[src/rtl/if_fetch_unit.sv]
// Instruction fetch unit: owns the fetch PC, runs one outstanding request at a time
// against a variable-latency instruction memory and buffers words in a prefetch FIFO.
//
// state   | meaning
// IDLE    | no request outstanding; waits for FIFO space or absorbs a redirect
// REQ     | request to fetch_pc outstanding; pushes {fetch_pc+4, word} on handshake
// DISCARD | request outstanding but squashed; word dropped, then jump to redirect_pc
module if_fetch_unit #(
  parameter int DEPTH = 2
) (
  input  logic        clk,
  input  logic        rst,
  input  logic        freeze,
  input  logic        branchTaken,
  input  logic [31:0] branchAddr,
  output logic        memReq,
  output logic [31:0] memAddr,
  input  logic        memReady,
  input  logic [31:0] memData,
  output logic [31:0] PC,
  output logic [31:0] instruction,
  output logic        valid
);

  localparam int AW = $clog2(DEPTH);
  localparam int CW = AW + 1;

  typedef enum logic [1:0] {IDLE, REQ, DISCARD} state_t;

  state_t        state, state_nxt;
  logic [31:0]   fetch_pc, fetch_pc_nxt;
  logic [31:0]   redirect_pc, redirect_pc_nxt;
  logic [AW-1:0] rd_ptr, wr_ptr;
  logic [CW-1:0] count;
  logic [63:0]   fifo_q [DEPTH];
  logic          push, pop;
  logic [31:0]   target;
  logic          unused_addr_bits;

  assign target           = {branchAddr[31:2], 2'b00};
  assign unused_addr_bits = ^branchAddr[1:0];

  assign valid       = (count != '0);
  assign PC          = valid ? fifo_q[rd_ptr][63:32] : 32'h0;
  assign instruction = valid ? fifo_q[rd_ptr][31:0]  : 32'h0;
  assign memReq      = (state != IDLE);
  assign memAddr     = fetch_pc;
  assign pop         = valid && !freeze && !branchTaken;

  always_comb begin
    state_nxt       = state;
    fetch_pc_nxt    = fetch_pc;
    redirect_pc_nxt = redirect_pc;
    push            = 1'b0;
    case (state)
      IDLE: begin
        if (branchTaken)
          fetch_pc_nxt = target;
        else if (count < CW'(DEPTH))
          state_nxt = REQ;
      end
      REQ: begin
        if (branchTaken && !memReady) begin
          redirect_pc_nxt = target;
          state_nxt       = DISCARD;
        end else if (branchTaken) begin
          fetch_pc_nxt = target;
          state_nxt    = IDLE;
        end else if (memReady) begin
          push         = 1'b1;
          fetch_pc_nxt = fetch_pc + 32'd4;
          // Stop once this push (net of a same-edge pop) fills the FIFO.
          if ((count + CW'(1) - CW'(pop)) >= CW'(DEPTH))
            state_nxt = IDLE;
        end
      end
      DISCARD: begin
        if (branchTaken)
          redirect_pc_nxt = target;
        if (memReady) begin
          fetch_pc_nxt = branchTaken ? target : redirect_pc;
          state_nxt    = IDLE;
        end
      end
      default: state_nxt = IDLE;
    endcase
  end

  always_ff @(posedge clk or posedge rst) begin
    if (rst) begin
      state       <= IDLE;
      fetch_pc    <= 32'h0;
      redirect_pc <= 32'h0;
    end else begin
      state       <= state_nxt;
      fetch_pc    <= fetch_pc_nxt;
      redirect_pc <= redirect_pc_nxt;
    end
  end

  always_ff @(posedge clk or posedge rst) begin
    if (rst) begin
      rd_ptr <= '0;
      wr_ptr <= '0;
      count  <= '0;
    end else if (branchTaken) begin
      rd_ptr <= '0;
      wr_ptr <= '0;
      count  <= '0;
    end else begin
      if (push)
        wr_ptr <= wr_ptr + AW'(1);
      if (pop)
        rd_ptr <= rd_ptr + AW'(1);
      count <= count + CW'(push) - CW'(pop);
    end
  end

  // Storage needs no reset: the head is masked by valid.
  always_ff @(posedge clk) begin
    if (push)
      fifo_q[wr_ptr] <= {fetch_pc + 32'd4, memData};
  end

endmodule

[config.mk]
export PLATFORM = sky130hd
export DESIGN_NAME = if_fetch_unit
export DESIGN_NICKNAME = d
export VERILOG_FILES = /design/src/rtl/if_fetch_unit.sv
export SDC_FILE = /design/constraint.sdc
export NUM_CORES = 1
export LEC_CHECK = 0
export CAP_MARGIN = 40
export CORE_UTILIZATION = 59
export CTS_BUF_LIST = sky130_fd_sc_hd__clkbuf_2 sky130_fd_sc_hd__clkbuf_4 sky130_fd_sc_hd__clkbuf_8
export CTS_CLUSTER_DIAMETER = 200
export DETAILED_ROUTE_END_ITERATION = 10
export PLACE_DENSITY_LB_ADDON = 0.08
export SLEW_MARGIN = 20
export SYNTH_ARGS = -nofsm -noshare
export SYNTH_HDL_FRONTEND = slang
export SYNTH_SLANG_ARGS = --single-unit
[constraint.sdc]
create_clock -name clk -period 9.9 [get_ports clk]
set_clock_uncertainty 0.05 [all_clocks]
set_input_delay 1.98 -clock clk [delete_from_list [all_inputs] [get_ports clk]]
set_output_delay 1.98 -clock clk [all_outputs]
set_load 0.02 [all_outputs]
# [Word-level counts from Yosys, hierarchy flattened]
# Memory sizes are Yosys's and may differ from the RTL's.
# Cells that the tools add are included.
[op_classes] n_eq_ne=11 add_sub_neg=7 magnitude_cmp=2 muxes=30 n_reduce_logical=16
[op_table] cell="32-bit two-way mux" n=9
[op_table] cell="32-bit one-hot mux with 3 select lines" n=1
[op_table] cell="32-bit one-hot mux with 2 select lines" n=1
[op_table] cell="32-bit by 3-bit adder with 32-bit output (second input constant)" n=1
[op_table] cell="2-bit two-way mux" n=8
[op_table] cell="2-bit != test (second input constant)" n=6
[op_table] cell="1-bit two-way mux" n=10
[op_table] cell="5-bit AND reduction" n=2
[op_table] cell="2-bit nonzero test" n=5
[op_table] cell="4-bit != test (second input constant)" n=2
[op_table] cell="2-bit one-hot mux with 3 select lines" n=1
[op_table] cell="2-bit by 1-bit subtractor with 2-bit output" n=2
[op_table] cell="1-bit logical AND" n=3
[op_table] cell="1-bit zero test" n=3
[op_table] cell="3-bit != test (second input constant)" n=1
[op_table] cell="3-bit nonzero test" n=1
[op_table] cell="1-bit adder (second input constant)" n=2
[op_table] cell="2-bit by 1-bit adder with 2-bit output" n=1
[op_table] cell="2-bit by 1-bit adder with 2-bit output (second input constant)" n=1
[op_table] cell="2-bit by 1-bit equality test with 1-bit output (second input constant)" n=1
[op_table] cell="2-bit equality test (second input constant)" n=1
[op_table] cell="2-bit greater-or-equal comparator (second input constant)" n=1
[op_table] cell="2-bit zero test" n=1
[op_table] cell="2-bit less-than comparator (second input constant)" n=1
[op_table] cell="2-bit AND reduction" n=1
[totals] ram_bits=128 n_memories=1 register_bits=70 output_inout_bits=98 elab_cells=73
[mem_list] memory="fifo_q" words=2 word_bits=64 read_ports=1 rd_ports_with_merged_regs=0 write_ports=1 line_no="35" text="logic [63:0] fifo_q [DEPTH];"

# [Logic depth before layout (Yosys ltp)]
[logic_depth] ltp_word=10 mapped_depth=12 mapped_depth_nobuf=9

# [Least setup slack after synthesis]
# No wires, ideal clock.
[synth_timing] path_kind="input -> register" from="in branchTaken" to="mem fifo_q[0][0] (enable)" setup_time_ps=486 n_path_buf=2 t_required_ps=9364 cell_stages=5 path_slack_ps=4008 arrival_ps=5356 cell_sequence="nor2b_1 clkbuf_1 buf_2 nand2_1 nor2_1"
[synth_between] elab_chain_len=5
[synth_rtl] item="from (decl)" line_no="14" text="input logic branchTaken,"
[synth_rtl] item="1-bit two-way mux / 1-bit logical AND (equally long branches)" line_no="66, 63"
[synth_rtl] item="1-bit two-way mux *" line_no="63" text="if (branchTaken && !memReady) begin"
[synth_rtl] item="1-bit two-way mux *" line_no="55" text="case (state)"
[synth_rtl] item="1-bit two-way mux *" line_no="121" text="if (push)"
[synth_rtl] item="1-bit two-way mux (not written as such) *" line_no="122" text="fifo_q[wr_ptr] <= {fetch_pc + 32'd4, memData};"
[synth_rtl] item="to (decl)" line_no="35"
# Mark *: on every way between the ends. The rest lies on a longest branch, timed or not.

# [Worst setup path after layout]
[layout_timing] from="reg rd_ptr" to="out PC[19]"
[layout_between] elab_chain_len=2
[layout_rtl] item="from (decl)" line_no="33" text="logic [AW-1:0] rd_ptr, wr_ptr;"
[layout_rtl] item="from (signal assigned)" line_no="114" text="rd_ptr <= rd_ptr + AW'(1);"
[layout_rtl] item="memory read 2 x 64 bit"
[layout_rtl] item="32-bit two-way mux" line_no="44" text="assign PC = valid ? fifo_q[rd_ptr][63:32] : 32'h0;"
[layout_rtl] item="to (decl)" line_no="20" text="output logic [31:0] PC,"
# Every way passes these cells.

==> flow_summary.ini <==
[status]
status = finished, final reports clean

[placement]
gp_congestion = 0.8476
dp.cells = 1080
portBuffers = 164
hpwlAfterDp_um = 14530

[worst_setup_path]
critical_path_arrival_ns = 2.84
crit_path_start_kind = flip-flop
slowest_stage = dfrtp_4
critPathBufInv = 2
critPathTopFamily = buffers and inverters
ff2ff_setup_slack_ns = 6.56
r2r-end = fifo_q[0][31]
cp_data_required_time_ns = 7.87
cp_slowest_stage_delay_ns = 0.77
reg2regPathDepth = 7
path_cells = buf_4, mux2i_1, nor2_1, clkdlybuf4s50_1
crit_type = reg2out
timing.rr.start = state[1]
startpoint = rd_ptr
worst-path-max-fanout = 37
cp_num_cells = 4
end_kind = primary output

[grt]
grt.total_usage_pct = 27.84
antenna_found_initial = 1
grt_pass1_wl_um = 34430
grt_pass1_vias = 6922
top_usage_layer = met2
use_met2_pct = 47.77
use_met1_pct = 34.66
use_met3_pct = 5.402
gr-total-overflow = 0
grt_max_degree = 68

[drt]
drt_iter0_drc = 707
vias = 6748
drtAntennaViolNets = 0
routed_wl_um = 21880
viasPerCell = 6.068
first_pass_iters = 5
wl_per_cell_um = 19.67
drcViolationCount = 0

[logic_synthesis]
yosysWarnings = 0
synthMostInstantiatedCell = edfxtp_1
yosysSeqAreaShare_pct = 60.29
syn_area_mm2 = 0.009280
async_reset_ff_share_pct = 35.35
synth_top_cell_by_area = edfxtp_1
avgSynthCellArea_um2 = 12.51
synth_seq_cells = 198
synth_flop_cell = edfxtp_1
yosys-top-cells-count = 128 x edfxtp_1, 107 x nor2_1, 70 x dfrtp_1, 64 x mux2i_1, 46 x o21ai_0
post-synth-top-area-fraction_pct = 41.42
synth_fp_nets = 818
synth_edf_count = 128
netlist_top_cells_area = edfxtp_1 41%, dfrtp_1 19%, mux2i_1 6.9%
synth_cells = 742
yosysUniqueCellTypes = 65

[clocking]
clockBufferDepth = 2
cts_resized = 0
post_cts_buffers = 0
insertion_delay_ns = 0.46
cts_hold_buffers = 0
cts_root_buf = clkbuf_8
clock-sinks = 198
cts_buffers = 17
cts_tree = built
h-tree-depth = 4
clkTransAtPathRegs_ns = 0.09

[cells_and_area]
fill_cells = 1045
stdcell_count = 1112
drive_above_1_share_pct = 10.44
area_growth_pct = 23.62
nets = 964

[power_and_ir_drop]
p_leak_nw = 4.079
cellPowerDensity_mw_per_mm2 = 287.4
ir_drop_mv = 0.2566

[worst_hold_path]
hold_start = redirect_pc[0]
whs_path_depth = 1
holdPathEnd = redirect_pc[0]
hold_class = reg2reg

[timing]
hold_viol_final = 0
worst_slew_pin_slew_ns = 0.8478
final_max_slew_viol_count = 0
setup_tns_ns = 0
worst_slew_margin_rel_pct = 43.48
setup_viol = 0
fmax_mhz = 205.5
period_minus_slack_ns = 4.866
rsz0062_at_grt = false
final_min_period_over_clock_period_pct = 49.15

[flow_run]
drv_cap = 0

[floorplan]
fp.dieArea_mm2 = 0.01623
initial_utilization_pct = 60.82
row_count = 45
core_area_mm2 = 0.01526
fp.dieH_um = 127.4
die_w_um = 127.4
io_pins = 167
[cell usage in the layout, fill, tap and decap left out, types with 9 or more instances in the layout]
master           instances
o2bb2ai_1               13
a21oi_1                 15
nor3_1                  17
o21ai_0                 46
mux2i_1                 64
a221oi_1                13
nor2_1                 105
inv_1                   12
edfxtp_1               128
clkdlybuf4s50_1        164
nand3_1                 14
nand2_1                 33
buf_4                    9
dfrtp_1                 69
xnor2_1                 12
xor2_1                  20
mux2_2                  30
clkbuf_8                19
[layout make-up]
class                   instances  area [µm²]  share of cell area [%]
diodes                          1       2.502                 0.02181
clock buffers                  20       269.0                   2.345
clock inverters                11       147.6                   1.287
inverters                      13       48.80                  0.4253
multi-input cells             483        3393                   29.58
flip-flops and latches        198        5599                   48.81
well taps                     211       264.0                   2.301
repair buffers                175        1748                   15.24
[worst max-delay path by stage]
stage | end | slack [ns]
after floorplan | fifo_q[0][0] | 4.01
after global placement | fifo_q[0][13] | 4.95
after detailed placement | fifo_q[0][14] | 4.84
after CTS | PC[19] | 4.98
after global routing | instruction[24] | 4.86
final | PC[19] | 5.03
[logic make-up after synthesis]
family	count (synthesis)	synth area share (%)
xor+xnor	32	3.020
buf+inv	61	3.344
fa+ha+maj	7	0.9437
compound gates	139	10.58
flops	198	60.29
simple gates	211	11.27
mux	94	10.54
[per-layer routing]
metal / vias to the layer above / share of wire (%)
met5: - / 0
met4: 0 / 2.3
met3: 49 / 7.5
met2: 313 / 50
met1: 3331 / 40
li1: 3055 / -
[sequential cells by signal, indices dropped and copies added (netlist names)]
name	count
memAddr	32
fifo_q	128
redirect_pc	32
wr_ptr	1
state	2
rd_ptr	1
count	2
[stage by stage]
stage / utilization [%] / setup slack (ns) / cell area (µm²) / power (mW) / hold slack (ns)
3_5_place_dp: 72.44 / 4.842 / 11050 / 2.765 / 0.4278
5_1_grt: 75.17 / 4.855 / 11470 / 3.468 / 0.4662
2_1_floorplan: - / 4.008 / 9280 / 2.241 / 0.4032
4_1_cts: 75.17 / 4.976 / 11470 / 3.301 / 0.4526
6_report: 75.19 / 5.034 / 11470 / 3.297 / 0.4465
3_3_place_gp: 72.19 / 4.950 / 11010 / 2.680 / 0.4207
[where the power goes]
part | switching [mW] | internal (mW) | total (mW) | leakage [nW]
Clock | 0.274 | 0.266 | 0.540 | 0.208
Combinational | 0.829 | 0.621 | 1.45 | 1.85
Sequential | 0.198 | 1.11 | 1.31 | 2.02
Total | 1.30 | 2.00 | 3.30 | 4.08
Power figures use the tool's default switching activity.
==> edit: new RTL, config.mk and constraints unchanged <==
Make the reset (`rst`) synchronous in 2 clocked blocks.
--- a/src/rtl/if_fetch_unit.sv
+++ b/src/rtl/if_fetch_unit.sv
@@ -88,3 +88,3 @@
 
-  always_ff @(posedge clk or posedge rst) begin
+  always_ff @(posedge clk) begin
     if (rst) begin
@@ -100,3 +100,3 @@
 
-  always_ff @(posedge clk or posedge rst) begin
+  always_ff @(posedge clk) begin
     if (rst) begin
Behaviour: differs if rst is asserted again (counterexample within 4 cycles, from zero or initial values and one cycle with rst high); with rst held inactive, the same outputs for 4 cycles.
==> edit against the unedited design <==
Hold slack got worse by 0.037 ns; register-to-register slack improved by 0.48 ns; sequential cell count increased by 1; die area decreased by 0.20%; non-clock buffer count increased by 5; count of clock-buffer cells in the layout decreased by 3; synthesized area decreased by 0.20%; design area increased by 0.35%; routed wire length increased by 3.1%; synthesized cell count increased by 17%; global-route usage increased by 0.42 points; setup slack improved by 0.44 ns.
Power is not compared: it rests on default switching activity, and its combinational part moved more than twofold at a synthesized area within 25%.
==> edit: results (changes against the unedited design) <==
DR iter-0 viols=798 (+13%); cell count after synthesis=866 (+17%); CP max FO=38 (+2.7%); share of layout cells above drive strength 1=6.27% (-4.2 points); largest net degree at the start of global routing=72 (+5.9%); arrival time at the worst endpoint=2.40 ns (-0.44 ns); vias in the first global route=6861 (-0.88%); FILL cells=1063 (+1.7%); Commonest cells post-synth=128 x edfxtp_1, 113 x nor2_1, 94 x nand2_1, 71 x dfxtp_1, 68 x mux2i_1; antenna violations before repair=0 (-1); Post-Place Cells=1183 (+9.5%); antenna diode count=0 (-1); GRT Overall Usage=28.3% (+0.42 points); gpl congestion=0.824 (-2.8%); synth top area cells=edfxtp_1 42%, dfxtp_1 15%, mux2i_1 7.3%; Distinct cells, synth=59 (-9.2%); Slew HR=49.1% (+5.6 points); fraction of registers with async set/reset=0% (-35 points); dpl hpwl=14600 um (+0.17%); final WL=22600 um (+3.1%); first-pass GRT wire length=35600 um (+3.5%); Vias/cell=5.92 (-2.5%); Mapped Nets=942 (+15%); status=completed; total number of vias=7197 (+6.7%)
edit: cell types whose count changed in the layout (fill, tap and decap cells not counted), sizes merged, moves of 10 or more:
cell / unedited run / this run
dfxtp: 0 / 71
dfrtp: 70 / 0
nand2: 33 / 94
a21oi: 15 / 40
mux2: 30 / 5
a22o: 0 / 22
o21ai: 46 / 33
a221o: 7 / 17
edit: power by group:
| part | leakage (nW) | internal [mW] | total (mW) | switching [mW] |
|---|---|---|---|---|
| combinational | 1.82 | 0.164 | 0.387 | 0.223 |
| clock | 0.213 | 0.256 | 0.550 | 0.294 |
| sequential | 1.75 | 0.940 | 0.998 | 0.0577 |
| total | 3.78 | 1.36 | 1.94 | 0.575 |
edit: metal layers:
layer,global-route usage (%),wire length (um)
met5,0,0
met4,9.73,386
met3,5.40,1380
met2,45.6,10900
met1,38.4,9930
edit: layout make-up:
type | count | area share, %
Sequential cell | 199 | 45.8
Multi-Input combinational cell | 586 | 32.1
Timing Repair Buffer | 180 | 15.8
Tap cell | 211 | 2.29
Clock buffer | 17 | 2.03
Clock inverter | 14 | 1.71
Inverter | 9 | 0.293
edit: worst max-delay path: stages, from the launching register on:
cell and delay, ns:
dfxtp_4 0.69, buf_16 0.32, mux2i_1 0.26, nor2_1 0.07, clkdlybuf4s50_1 0.58
edit: worst paths after layout:
path / from / endpoint / slack (ns) / cells after the start
setup / recovery: register / instruction[23] / 5.47 / 4
hold / removal: redirect_pc[2] / redirect_pc[2] / 0.41 / 2
setup reg to reg: memAddr[7] / memAddr[25] / 7.04 / 5
hold reg to reg: redirect_pc[2] / redirect_pc[2] / 0.41 / 2
edit: cell families after synthesis:
kind of cell / share of synthesized area, %
AOI/OAI and AO/OA: 12.7
xor gates and xnor gates: 3.03
adders and majority gates: 0.946
buffers and inverters: 3.39
DFF: 56.8
muxes: 7.96
and+or+nand+nor: 15.1
edit: metrics by stage:
step / utilization, % / area [um2] / setup WS (ns) / power (mW)
detailed placement: 72.3 / 11000 / 5.27 / 1.40
finish: 75.4 / 11500 / 5.47 / 1.94
CTS: 75.1 / 11500 / 5.41 / 1.94
global placement: 72.0 / 11000 / 5.34 / 1.38
global route: 75.4 / 11500 / 5.33 / 2.02
floorplan: - / 9260 / 3.99 / 1.24
